**src/rtl/serial_regfile.sv**
```systemverilog
// Serial-loaded register file: 10-bit LSB-first frames carry nibbles that are
// paired (low then high) into 8-bit registers, with sticky error reporting.
module serial_regfile #(
  parameter int unsigned NUM_REGS    = 4,
  parameter logic [7:0]  RESET_VALUE = 8'h00,
  parameter bit          STRICT_PAIR = 1'b1
) (
  input  logic                  sck,
  input  logic                  rst_n,
  input  logic                  sdi,
  input  logic                  clr_err,
  output logic [NUM_REGS*8-1:0] regs,
  output logic [NUM_REGS-1:0]   reg_update,
  output logic                  reg_change,
  output logic                  hold_valid,
  output logic [2:0]            err
);

  localparam int unsigned RegW   = 8;
  localparam int unsigned BusW   = NUM_REGS * RegW;
  localparam int unsigned CntW   = 4;
  localparam int unsigned StopIx = 8;

  typedef enum logic [1:0] {
    ST_IDLE   = 2'd0,
    ST_RECV   = 2'd1,
    ST_RESYNC = 2'd2
  } state_e;

  state_e            state_q, state_d;
  logic [CntW-1:0]   bit_cnt_q, bit_cnt_d;
  logic [RegW-1:0]   shift_q, shift_d;
  logic [BusW-1:0]   regs_q, regs_d;
  logic [NUM_REGS-1:0] upd_q, upd_d;
  logic              chg_q, chg_d;
  logic [3:0]        hold_q, hold_d;
  logic              hold_valid_q, hold_valid_d;
  logic [2:0]        err_q, err_d;

  logic       frame_ok, frame_bad, lo_wr, commit, seq_err, rng_err;
  logic [3:0] f_data, f_addr;
  logic [2:0] f_idx;
  logic       in_range, pair_ok;

  // Receiver state register
  always_ff @(posedge sck or negedge rst_n) begin
    if (!rst_n) begin
      state_q   <= ST_IDLE;
      bit_cnt_q <= '0;
      shift_q   <= '0;
    end else begin
      state_q   <= state_d;
      bit_cnt_q <= bit_cnt_d;
      shift_q   <= shift_d;
    end
  end

  // Receiver next state; data and address are shifted in, stop bit is not
  always_comb begin
    state_d   = state_q;
    bit_cnt_d = bit_cnt_q;
    shift_d   = shift_q;
    case (state_q)
      ST_IDLE: begin
        if (!sdi) begin
          state_d   = ST_RECV;
          bit_cnt_d = '0;
        end
      end
      ST_RECV: begin
        if (bit_cnt_q == CntW'(StopIx)) begin
          state_d   = sdi ? ST_IDLE : ST_RESYNC;
          bit_cnt_d = '0;
        end else begin
          bit_cnt_d = bit_cnt_q + CntW'(1);
          shift_d   = {sdi, shift_q[RegW-1:1]};
        end
      end
      ST_RESYNC: begin
        if (sdi) state_d = ST_IDLE;
      end
      default: state_d = ST_IDLE;
    endcase
  end

  // Frame decode on the stop-bit edge
  always_comb begin
    f_data    = shift_q[3:0];
    f_addr    = shift_q[7:4];
    f_idx     = f_addr[3:1];
    in_range  = {1'b0, f_idx} < 4'(NUM_REGS);
    pair_ok   = hold_valid_q || !STRICT_PAIR;
    frame_ok  = (state_q == ST_RECV) && (bit_cnt_q == CntW'(StopIx)) && sdi;
    frame_bad = (state_q == ST_RECV) && (bit_cnt_q == CntW'(StopIx)) && !sdi;
    lo_wr     = frame_ok && !f_addr[0];
    commit    = frame_ok && f_addr[0] && in_range && pair_ok;
    seq_err   = frame_ok && f_addr[0] && in_range && !pair_ok;
    rng_err   = frame_ok && f_addr[0] && !in_range;
  end

  // Register file, hold nibble and error next state; set wins over clear
  always_comb begin
    regs_d       = regs_q;
    upd_d        = '0;
    chg_d        = chg_q ^ commit;
    hold_d       = lo_wr ? f_data : hold_q;
    hold_valid_d = hold_valid_q;
    err_d        = (clr_err ? 3'b000 : err_q) | {rng_err, seq_err, frame_bad};
    if (lo_wr)                hold_valid_d = 1'b1;
    else if (commit || rng_err) hold_valid_d = 1'b0;
    for (int unsigned i = 0; i < NUM_REGS; i++) begin
      if (commit && (f_idx == 3'(i))) begin
        regs_d[i*RegW +: RegW] = {f_data, hold_q};
        upd_d[i]               = 1'b1;
      end
    end
  end

  always_ff @(posedge sck or negedge rst_n) begin
    if (!rst_n) begin
      regs_q       <= {NUM_REGS{RESET_VALUE}};
      upd_q        <= '0;
      chg_q        <= 1'b0;
      hold_q       <= '0;
      hold_valid_q <= 1'b0;
      err_q        <= '0;
    end else begin
      regs_q       <= regs_d;
      upd_q        <= upd_d;
      chg_q        <= chg_d;
      hold_q       <= hold_d;
      hold_valid_q <= hold_valid_d;
      err_q        <= err_d;
    end
  end

  assign regs       = regs_q;
  assign reg_update = upd_q;
  assign reg_change = chg_q;
  assign hold_valid = hold_valid_q;
  assign err        = err_q;

endmodule

```
**config.mk**
```make
export PLATFORM = sky130hd
export DESIGN_NAME = serial_regfile
export DESIGN_NICKNAME = d
export VERILOG_FILES = /design/src/rtl/serial_regfile.sv
export SDC_FILE = /design/constraint.sdc
export NUM_CORES = 1
export LEC_CHECK = 0
export CORE_AREA = 2 2 94 96
export CTS_CLUSTER_SIZE = 28
export DETAILED_ROUTE_END_ITERATION = 6
export DIE_AREA = 0 0 96 98
export PLACE_DENSITY = 0.61
export SYNTH_ARGS = -nofsm -noshare
export SYNTH_HDL_FRONTEND = slang
export SYNTH_SLANG_ARGS = --single-unit
export TNS_END_PERCENT = 5
```
**constraint.sdc**
```tcl
create_clock -name sck -period 1.75 [get_ports sck]
set_input_delay 0.35 -clock sck [delete_from_list [all_inputs] [get_ports sck]]
set_output_delay 0.35 -clock sck [all_outputs]
set_load 0.1 [all_outputs]
```
# ---- Word-level counts from Yosys, hierarchy flattened
# Cells that the tools add are included.
dict set report totals {
  out_inout_bits 41
  register_bits 59
  inputBits 4
}
dict set report op_classes {
  n_reduce_logical 25
  n_eq_ne 9
  add_sub_neg 1
  n_bitwise 3
  muxes 15
  n_lt_le_gt_ge 1
}
# cell count
set op_table {}
lappend op_table {{1-bit logical AND} 13}
lappend op_table {{2-bit two-way mux} 4}
lappend op_table {{4-bit two-way mux} 2}
lappend op_table {{4-bit case mux with 2 select lines} 1}
lappend op_table {{3-bit by 2-bit == test with 1-bit output, second input constant} 2}
lappend op_table {{1-bit two-way mux} 6}
lappend op_table {{2-bit case mux with 3 select lines} 1}
lappend op_table {{4-bit by 1-bit adder with 4-bit output, second input constant} 1}
lappend op_table {{4-bit == test, second input constant} 1}
lappend op_table {{1-bit zero test} 4}
lappend op_table {{2-bit inequality test, second input constant} 2}
lappend op_table {{2-bit AND reduction} 2}
lappend op_table {{2-bit nonzero test} 2}
lappend op_table {{3-bit by 1-bit == test with 1-bit output, second input constant} 1}
lappend op_table {{3-bit zero test} 1}
lappend op_table {{3-bit less-than comparator, second input constant} 1}
lappend op_table {{3-bit two-way mux} 1}
lappend op_table {{3-bit OR} 1}
lappend op_table {{3-bit AND reduction} 1}
lappend op_table {{2-bit by 1-bit == test with 1-bit output, second input constant} 1}
lappend op_table {{2-bit == test, second input constant} 1}
lappend op_table {{2-bit zero test} 1}
lappend op_table {{2-bit by 1-bit inequality test with 1-bit output, second input constant} 1}
lappend op_table {{1-bit logical OR} 1}
lappend op_table {{2 further kinds} 2}

# ---- Logic depth before layout (Yosys ltp)
# Gate-level depths: netlist of run 1.
dict set report depth {
  ltp_word 9
  mapped_depth 6
  mapped_depth_nobuf 5
}

# ---- Worst setup path after synthesis of run 1
# Ideal clock, no wire load.
dict set report synth_path {
  kind {register to register}
  start {reg hold_valid_q, in the netlist hold_valid}
  end {reg regs_q[24], in the netlist regs[24]}
  t_required_ns 1.625
  path_stages_with_launch 5
  slack_ns -0.608
  arrival_ns 2.233
  synth_period_minus_slack_ns 2.358
  path_cell_list {dfrtp_1 -> nand4b_1 -> or4_1 -> buf_6 -> mux2_4}
}
dict set report synth_between {
  elab_chain_len 2
}
# item line_no
set synth_lines {}
lappend synth_lines {{start, declared} 37} ;# logic hold_valid_q, hold_valid_d;
lappend synth_lines {{start signal, assigned} 132} ;# hold_valid_q <= hold_valid_d;
lappend synth_lines {{1-bit logical AND} 96} ;# commit = frame_ok && f_addr[0] && in_range && pair_ok;
lappend synth_lines {{1-bit logical AND} 112} ;# if (commit && (f_idx == 3'(i))) begin
lappend synth_lines {{end signal, assigned} 121} ;# regs_q <= {NUM_REGS{RESET_VALUE}};
lappend synth_lines {{end signal, assigned} 128} ;# regs_q <= regs_d;
lappend synth_lines {{end, declared} 33} ;# logic [BusW-1:0] regs_q, regs_d;
# No other way between the ends.
# A chain may end at the register's enable or synchronous reset.

# ---- Final worst setup path of run 1
dict set report layout_path {
  start {reg bit_cnt_q[1]}
  end {reg regs_q[31], in the netlist regs[31]}
}
dict set report layout_between {
  elab_chain_len 7
}
# item line_no
set layout_lines {}
lappend layout_lines {{start, declared} 31} ;# logic [CntW-1:0] bit_cnt_q, bit_cnt_d;
lappend layout_lines {{start signal, assigned} 53} ;# bit_cnt_q <= bit_cnt_d;
lappend layout_lines {{4-bit == test} 93} ;# frame_ok = (state_q == ST_RECV) && (bit_cnt_q == CntW'(StopIx)) && sdi;
lappend layout_lines {{1-bit logical AND (2 in a row)} 93}
lappend layout_lines {{1-bit logical AND (3 in a row)} 96}
lappend layout_lines {{1-bit logical AND} 112}
# No other way between the ends.

==> results of run 1 <==
-- worst paths after layout --
| path | from | cells after the start | endpoint | slack [ns] |
|---|---|---|---|---|
| max | bit_cnt_q[1] | 5 | regs[31] | 0.0004 |
| min | sdi | 3 | state_q[1] | 0.42 |
| max reg2reg | bit_cnt_q[1] | 5 | regs[31] | 0.0004 |
| min reg2reg | reg_change | 1 | reg_change | 0.53 |
| max in group asynchronous | rst_n | 3 | hold_q[1] | 0.70 |
| min in group asynchronous | rst_n | 2 | shift_q[3] | 0.52 |
-- cell type report --
cell class / instances / area [um2]
repair buffers: 75 / 1110
fillers: 745 / 4500
clock inverters: 6 / 88.8
multi-input cells: 92 / 993
well taps: 108 / 135
flip-flops and latches: 59 / 1480
clock buffers: 10 / 138
inverters: 7 / 26.3
-- stage by stage --
step | setup TNS (ns) | power (mW) | utilization (%) | hold WS, ns
finish | 0 | 4.90 | 46.9 | 0.419
global route | -0.972 | 5.12 | 46.9 | 0.447
CTS | -0.0338 | 4.89 | 46.5 | 0.513
detailed placement | -10.61 | 3.44 | 43.1 | 0.352
global placement | -10.41 | 3.41 | 43.1 | 0.346
floorplan | -2.52 | 2.73 | - | 0.0544
-- worst max-delay path, delay by kind of cell (launching register included) --
family / cells / cell delay [ns]
and+or+nand+nor: 2 / 0.69
buffers and inverters: 1 / 0.07
adders and majority gates: 1 / 0.14
muxes: 1 / 0.33
DFF: 1 / 0.39
-- power breakdown --
part           leakage (nW)  internal, mW  total, mW  switching [mW]
logic                 0.993         0.828       1.66           0.829
registers             0.790          1.59       1.86           0.266
clock network         0.108         0.839       1.38           0.543
total                  1.89          3.26       4.90            1.64
-- routing by layer --
metal,up-vias,global-route usage [%],routed length [um]
li1,756,-,-
met1,808,15.6,2350
met2,35,17.6,2500
met3,10,2.70,193
met4,0,6.92,114
met5,-,0,0
-- sequential cells by signal, indices dropped and copies added, names as in the netlist --
register    count
reg_update      4
reg_change      1
err             3
state_q         2
shift_q         8
hold_valid      1
bit_cnt_q       4
regs           32
hold_q          4
-- kinds of logic (layout without fill, tap and decap cells) --
family	after synthesis	in the layout	synth area share [%]
flops	59	59	59.7
mux	45	45	22.9
simple gates	31	31	10.3
compound gates	13	13	3.49
buf+inv	11	98	2.38
fa+ha+maj	2	2	1.01
xor+xnor	1	1	0.354
-- repair_timing --
| action | 4_1_cts | 5_1_grt |
|---|---|---|
| resized for setup | 10 | 11 |
| hold buffers | 1 | 0 |
| endpoints found under the hold margin | 18 | 0 |
| endpoints found under the setup margin | 32 | 32 |
| buffers inserted | 1 | 3 |
| cloned | 0 | 0 |
| pin swaps | 3 | 1 |
-- cells in the final DEF, fill, tap and decap left out, drive strengths merged, types with 2 or more instances in the layout --
cell type,count
buf,72
dfrtp,59
mux2,44
clkbuf,10
inv,7
nor3,4
nand2,4
o22ai,3
o21ai,3
nand3b,3
nor4,3
nor2b,2
nand3,2
or3b,2
a21oi,2
nor2,2
a22o,2
bufinv,2
clkinvlp,2
ha,2
clkinv,2
==> impl_metrics.toml, run 1 <==
[outcome]
outcome = "completed"

[logic_synthesis]
synth-seq-area-share_pct = 59.7
syn_inst = 162
synth.area.top_cells = "dfrtp_1 (60%), mux2_2 (13%), mux2_4 (9.7%), nand3b_4 (1.6%), inv_1 (1.1%)"
synthTopCellsByCount = "dfrtp_1 (59), mux2_2 (28), mux2_4 (16)"
syn_area_per_cell_um2 = 15.3
netlist-cell-type-count = 36
ys.flop_type = "dfrtp_1"
synth-async-reset-ratio_pct = 100
synth.most_common_cell = "dfrtp_1"
synth_top_area_share_pct = 59.7
syn_nets = 168
syn_area_um2 = 2470
ys_warn_count = 0
synth_seq_cells = 59
yosysTopAreaCell = "dfrtp_1"
synth-edff-count = 0

[global_routing]
track_usage_pct = 11.8
grt-ovfl-total = 0
grt_pass1_wl_mm = 8.38
grt_pass1_vias = 1663
antenna_found_initial = 0
grt_max_degree = 22

[power]
peakVddDrop_mv = 0.473
p_per_area_nw_per_um2 = 1230
leakage_nw = 1.89

[setup_path]
cp.arrival_ns = 1.96
cp-end-kind = "flop"
cpPeakStageDelay_ns = 0.60
crit_chain = "inv_2 -> ha_4 -> nand3b_4 -> or4_4 -> mux2_4"
cp_max_fo = 8
cp-start-kind = "flop"
critPathKind = "reg -> reg"
critPathRequiredTime_ns = 1.96
slowest_stage = "or4_4"

[cells_and_area]
area_delta_synth_final_pct = 60.4
design_area_um2 = 3970
n_antenna_cell = 0
num-nets-final = 250
instances_no_fill = 357
drive_above_1_share_pct = 58.6

[timing]
relSlewSlack_pct = 66.4
fin_crit_sh_pct = 100
skew_ns = 0.0109
layout_setup_ws_ns = 0.000422
rsz0062_at_grt = "true"
min_period_ns = 1.75
setup_viol = 0
hold_violations = 0
worst_slew_pin_slew_ns = 0.504
slew_violations = 0
fmax_mhz = 572

[placement]
place_ws_ns = -0.349
gp_congestion = 0.743
port_buffers = 44
placed_area_um2 = 3650
dpl.hpwl_mm = 3.69
placed_cells = 338

[routing]
vias = 1609
wl_per_cell_um = 14.5
final_antenna_net_count = 0
routed_wl_mm = 5.16
drt-vias-per-instance = 4.51
drc = 0
firstDrtPassIters = 4
drtIter0Drc = 21

[cts]
clock_latency_ns = 0.33
numCtsBuffers = 9
cts.sinks = 59
root_buffer = "clkbuf_8"
cts.path.max_buffers = 2
cts-htree-levels = 3
path_clk_slew_ns = 0.06
cts_tree = "built"

[floorplan]
die_area_um2 = 9410
boundaryPins = 45
start_util_pct = 29.2
coreArea_um2 = 8470
die_w_um = 96
fp-row-count = 34
die_h_um = 98

[job]
maxCapViolations = 0

[hold_path]
hold_path_class = "in -> reg"
Note: power is estimated with default switching activity, not from simulation.
==> run 2, diff against run 1 <==
SKIP_CTS_REPAIR_TIMING = 1   (was not set)
clock period = 1.53 ns   (was 1.75 ns; I/O delays follow)
==> impl_metrics.toml, run 2 (synthesized netlist as in run 1, its figures left out) <==
[timing]
min_period_ns = 1.78
fin_crit_sh_pct = 116
rsz0062_at_grt = "true"
relSlewSlack_pct = 78.4
hold_violations = 0
whs_ns = 0.477
slew_violations = 0
worst_slew_pin_slew_ns = 0.324
final.setup.tns_ns = -6.76
layout_setup_ws_ns = -0.249
setup_viol = 38
fmax_mhz = 562
skew_ns = 0.00824

[placement]
gp_congestion = 0.706
dpl.hpwl_mm = 3.68
placed_area_um2 = 3680
port_buffers = 44

[routing]
routed_wl_mm = 5.27
drt-vias-per-instance = 4.49
vias = 1603
drc = 0
drtIter0Drc = 53
firstDrtPassIters = 4
final_antenna_net_count = 0
wl_per_cell_um = 14.8

[floorplan]
die_area_um2 = 9410
fp-row-count = 34
boundaryPins = 45
coreArea_um2 = 8470
die_w_um = 96
die_h_um = 98
start_util_pct = 29.2

[setup_path]
critPathKind = "reg -> reg"
cp_max_fo = 8
r2r-end = "regs[13]"
cp-start-kind = "flop"
reg2reg_depth = 6
cp_num_buf_inv = 2
critPathRequiredTime_ns = 1.76
crit_chain = "inv_2 -> ha_4 -> nand3b_4 -> or4b_4 -> buf_8 -> mux2_4"
slowest_stage = "or4b_4"
worstReg2RegStart = "bit_cnt_q[1]"
crit_family = "simple AND/OR/NAND/NOR gates"
rrSetupSlack_ns = -0.25
worst-path-stages = 6
cpPeakStageDelay_ns = 0.50
cp.arrival_ns = 2.01
cp-end-kind = "flop"
worstSetupStartpoint = "bit_cnt_q[1]"

[cts]
cts.sinks = 59
clock_latency_ns = 0.34
path_clk_slew_ns = 0.07
numCtsBuffers = 9
cts.path.max_buffers = 2
cts-htree-levels = 3
root_buffer = "clkbuf_8"
cts_tree = "built"

[cells_and_area]
multi_input_area_um2 = 1050
design_area_um2 = 4000
n_antenna_cell = 0
fill_cells = 706
largest_reg_flops = 32
final_common_cell = "dfrtp_1"
layout_common_cells = "dfrtp_1 (58), buf_12 (43), mux2_4 (35)"
drive_above_1_share_pct = 59.8
num-nets-final = 251
seq_area_um2 = 1480
area_delta_synth_final_pct = 61.5

[power]
intPower_mw = 3.41
p_sw_share_pct = 35.6
peakVddDrop_mv = 0.478
power_switching_mw = 1.88
clkPwrFrac_pct = 22.8
total_power_mw = 5.30
p_per_area_nw_per_um2 = 1330
p_comb_share_pct = 36.9
seq_power_share_pct = 40.3
leakage_nw = 1.89

[global_routing]
antenna_found_initial = 0
track_usage_pct = 12.4
grt_max_degree = 60
grt-ovfl-total = 0
grt_pass1_vias = 1729
grt_pass1_wl_mm = 8.80

[outcome]
violations = "setup timing"
outcome = "finished, violations left"

[job]
maxCapViolations = 0

[hold_path]
hold_path_class = "in -> async"
## run 2: cell count changes in the layout (fill, tap and decap cells not counted), sizes merged
| cell | delta |
|---|---|
| buf | +1 |
| bufinv | -2 |
| clkinv | +1 |
| dlymetal6s2s | -1 |
| clkdlybuf4s50 | +1 |
## run 2: tightest hold or removal path: stages
cell and delay [ns]:
dlygate4sd3_1 0.52, buf_2 0.12, buf_12 0.26
## run 2: power by group through the flow
stage,clock (mW),combinational (mW),sequential [mW]
2_1_floorplan,0,0.698,2.43
3_3_place_gp,0,1.82,2.13
3_5_place_dp,0,1.86,2.14
4_1_cts,1.26,1.87,2.11
5_1_grt,1.31,2.10,2.18
6_report,1.21,1.95,2.13
## run 2: per-layer routing
layer / up-vias / share of wire, % / track usage, %
met5: - / 0 / 0
met4: 0 / 2.6 / 8.46
met3: 8 / 3.0 / 2.55
met2: 33 / 49 / 17.8
met1: 812 / 45 / 16.6
li1: 750 / - / -
## run 2: worst max-delay path by stage
stage	to	slack, ns
floorplan	regs[10]	-0.37
global placement	regs[12]	-0.50
detailed placement	regs[9]	-0.51
CTS	regs[13]	-0.34
global route	regs[11]	-0.30
finish	regs[13]	-0.25
## run 2: final cells by class
type / instances / area share, %
inverters: 7 / 0.657
flip-flops and latches: 59 / 37.0
clock buffers: 10 / 3.44
clock inverters: 5 / 0.751
well taps: 108 / 3.38
repair buffers: 76 / 28.4
multi-input cells: 92 / 26.3
## run 2: through the flow
stage	instances	utilization (%)	setup slack, ns
5_1_grt	357	47.2	-0.298
3_3_place_gp	340	43.5	-0.504
3_5_place_dp	340	43.5	-0.507
6_report	357	47.2	-0.249
2_1_floorplan	162	-	-0.366
4_1_cts	355	45.5	-0.340
==> run 3, diff against run 2 <==
CORE_AREA = 2 2 82 84   (was 2 2 94 96)
DIE_AREA = 0 0 84 86   (was 0 0 96 98)
PLACE_DENSITY = 0.74   (was 0.61)
==> impl_metrics.toml, run 3 (synthesized netlist as in run 1, its figures left out) <==
[global_routing]
grt-ovfl-total = 0
grt_pass1_vias = 1703
grt_max_degree = 60
grt_pass1_wl_mm = 8.61
antenna_found_initial = 0
track_usage_pct = 15.7

[floorplan]
die_h_um = 86
die_w_um = 84
boundaryPins = 45
fp-row-count = 29
start_util_pct = 39.4
coreArea_um2 = 6280
die_area_um2 = 7220

[cells_and_area]
num-nets-final = 253
fill_cells = 422
fin_util_pct = 63.4
final_common_cell = "dfrtp_1"
design_area_um2 = 3980
largest_reg_flops = 32
drive_above_1_share_pct = 61.1
multi_input_area_um2 = 1020
n_antenna_cell = 0
layout_common_cells = "dfrtp_1 (58), buf_12 (42), buf_4 (25)"
seq_area_um2 = 1480
area_delta_synth_final_pct = 60.8

[routing]
drt-vias-per-instance = 5.04
drc = 0
routed_wl_mm = 5.47
drtIter0Drc = 104
firstDrtPassIters = 4
vias = 1658
final_antenna_net_count = 0
wl_per_cell_um = 16.6

[timing]
fmax_mhz = 561
whs_ns = 0.496
worst_slew_pin_slew_ns = 0.415
hold_violations = 0
fin_crit_sh_pct = 117
min_period_ns = 1.78
skew_ns = 0.00669
slew_violations = 0
setup_viol = 45
rsz0062_at_grt = "true"
layout_setup_ws_ns = -0.254
relSlewSlack_pct = 72.0

[placement]
dpl.hpwl_mm = 3.62
placed_area_um2 = 3650
port_buffers = 44
gp_congestion = 0.874

[setup_path]
cp.arrival_ns = 2.00
critPathKind = "reg -> reg"
slowest_stage = "or4b_4"
crit_family = "simple AND/OR/NAND/NOR gates"
cp-end-kind = "flop"
worst-path-stages = 4
cpPeakStageDelay_ns = 0.48
reg2reg_depth = 4
crit_chain = "and4bb_2 -> or4b_4 -> buf_8 -> mux2_4"
cp_num_buf_inv = 1
cp_max_fo = 8
cp-start-kind = "flop"
critPathRequiredTime_ns = 1.75

[cts]
cts-htree-levels = 3
clock_latency_ns = 0.33
cts_tree = "built"
path_clk_slew_ns = 0.07
numCtsBuffers = 9
cts.sinks = 59
cts.path.max_buffers = 2
root_buffer = "clkbuf_8"

[power]
leakage_nw = 1.91
peakVddDrop_mv = 0.759
p_per_area_nw_per_um2 = 1430

[outcome]
violations = "setup timing"
outcome = "finished, violations left"

[job]
maxCapViolations = 0

[hold_path]
hold_path_class = "in -> async"
run 3: per-layer routing:
layer	wire [um]	share of wire, %	global-route usage, %
met1	2360	43	19.5
met4	80	1.5	8.06
met3	152	2.8	3.56
met2	2870	52	26.0
met5	0	0	0
run 3: area by class of cell:
class                      instances  area share (%)
inverter                           7           0.660
clock buffer                      12            4.15
timing repair buffer              78            28.8
multi-input combinational         92            25.6
tap                               77            2.42
sequential                        59            37.2
clock inverter                     4            1.19
run 3: power by group:
group | total, mW | internal [mW] | switching (mW)
logic | 2.07 | 1.04 | 1.03
registers | 2.14 | 1.82 | 0.315
clock network | 1.49 | 0.879 | 0.609
total | 5.69 | 3.74 | 1.95
run 3: stage by stage:
| step | total power, mW | setup WS (ns) | TNS [ns] | instances |
|---|---|---|---|---|
| after floorplan | 3.13 | -0.366 | -10.44 | 162 |
| after global placement | 3.96 | -0.502 | -18.08 | 311 |
| after detailed placement | 4.04 | -0.529 | -19.68 | 311 |
| after CTS | 5.55 | -0.343 | -12.45 | 327 |
| after global routing | 5.96 | -0.319 | -12.33 | 329 |
| final | 5.69 | -0.254 | -8.95 | 329 |
run 3: path summary, 6_finish.rpt:
check / start / end / slack (ns)
min reg2reg: reg_change / reg_change / 0.52
min: rst_n / regs[26] / 0.50
max in group asynchronous: rst_n / hold_valid / 0.75
max: shift_q[7] / regs[14] / -0.25
min in group sck: reg_change / reg_change / 0.52
max reg2reg: shift_q[7] / regs[14] / -0.25
run 3: tightest hold or removal path: cells and delay by family:
| kind | cells | cell delay, ns |
|---|---|---|
| buf+inv | 3 | 0.91 |
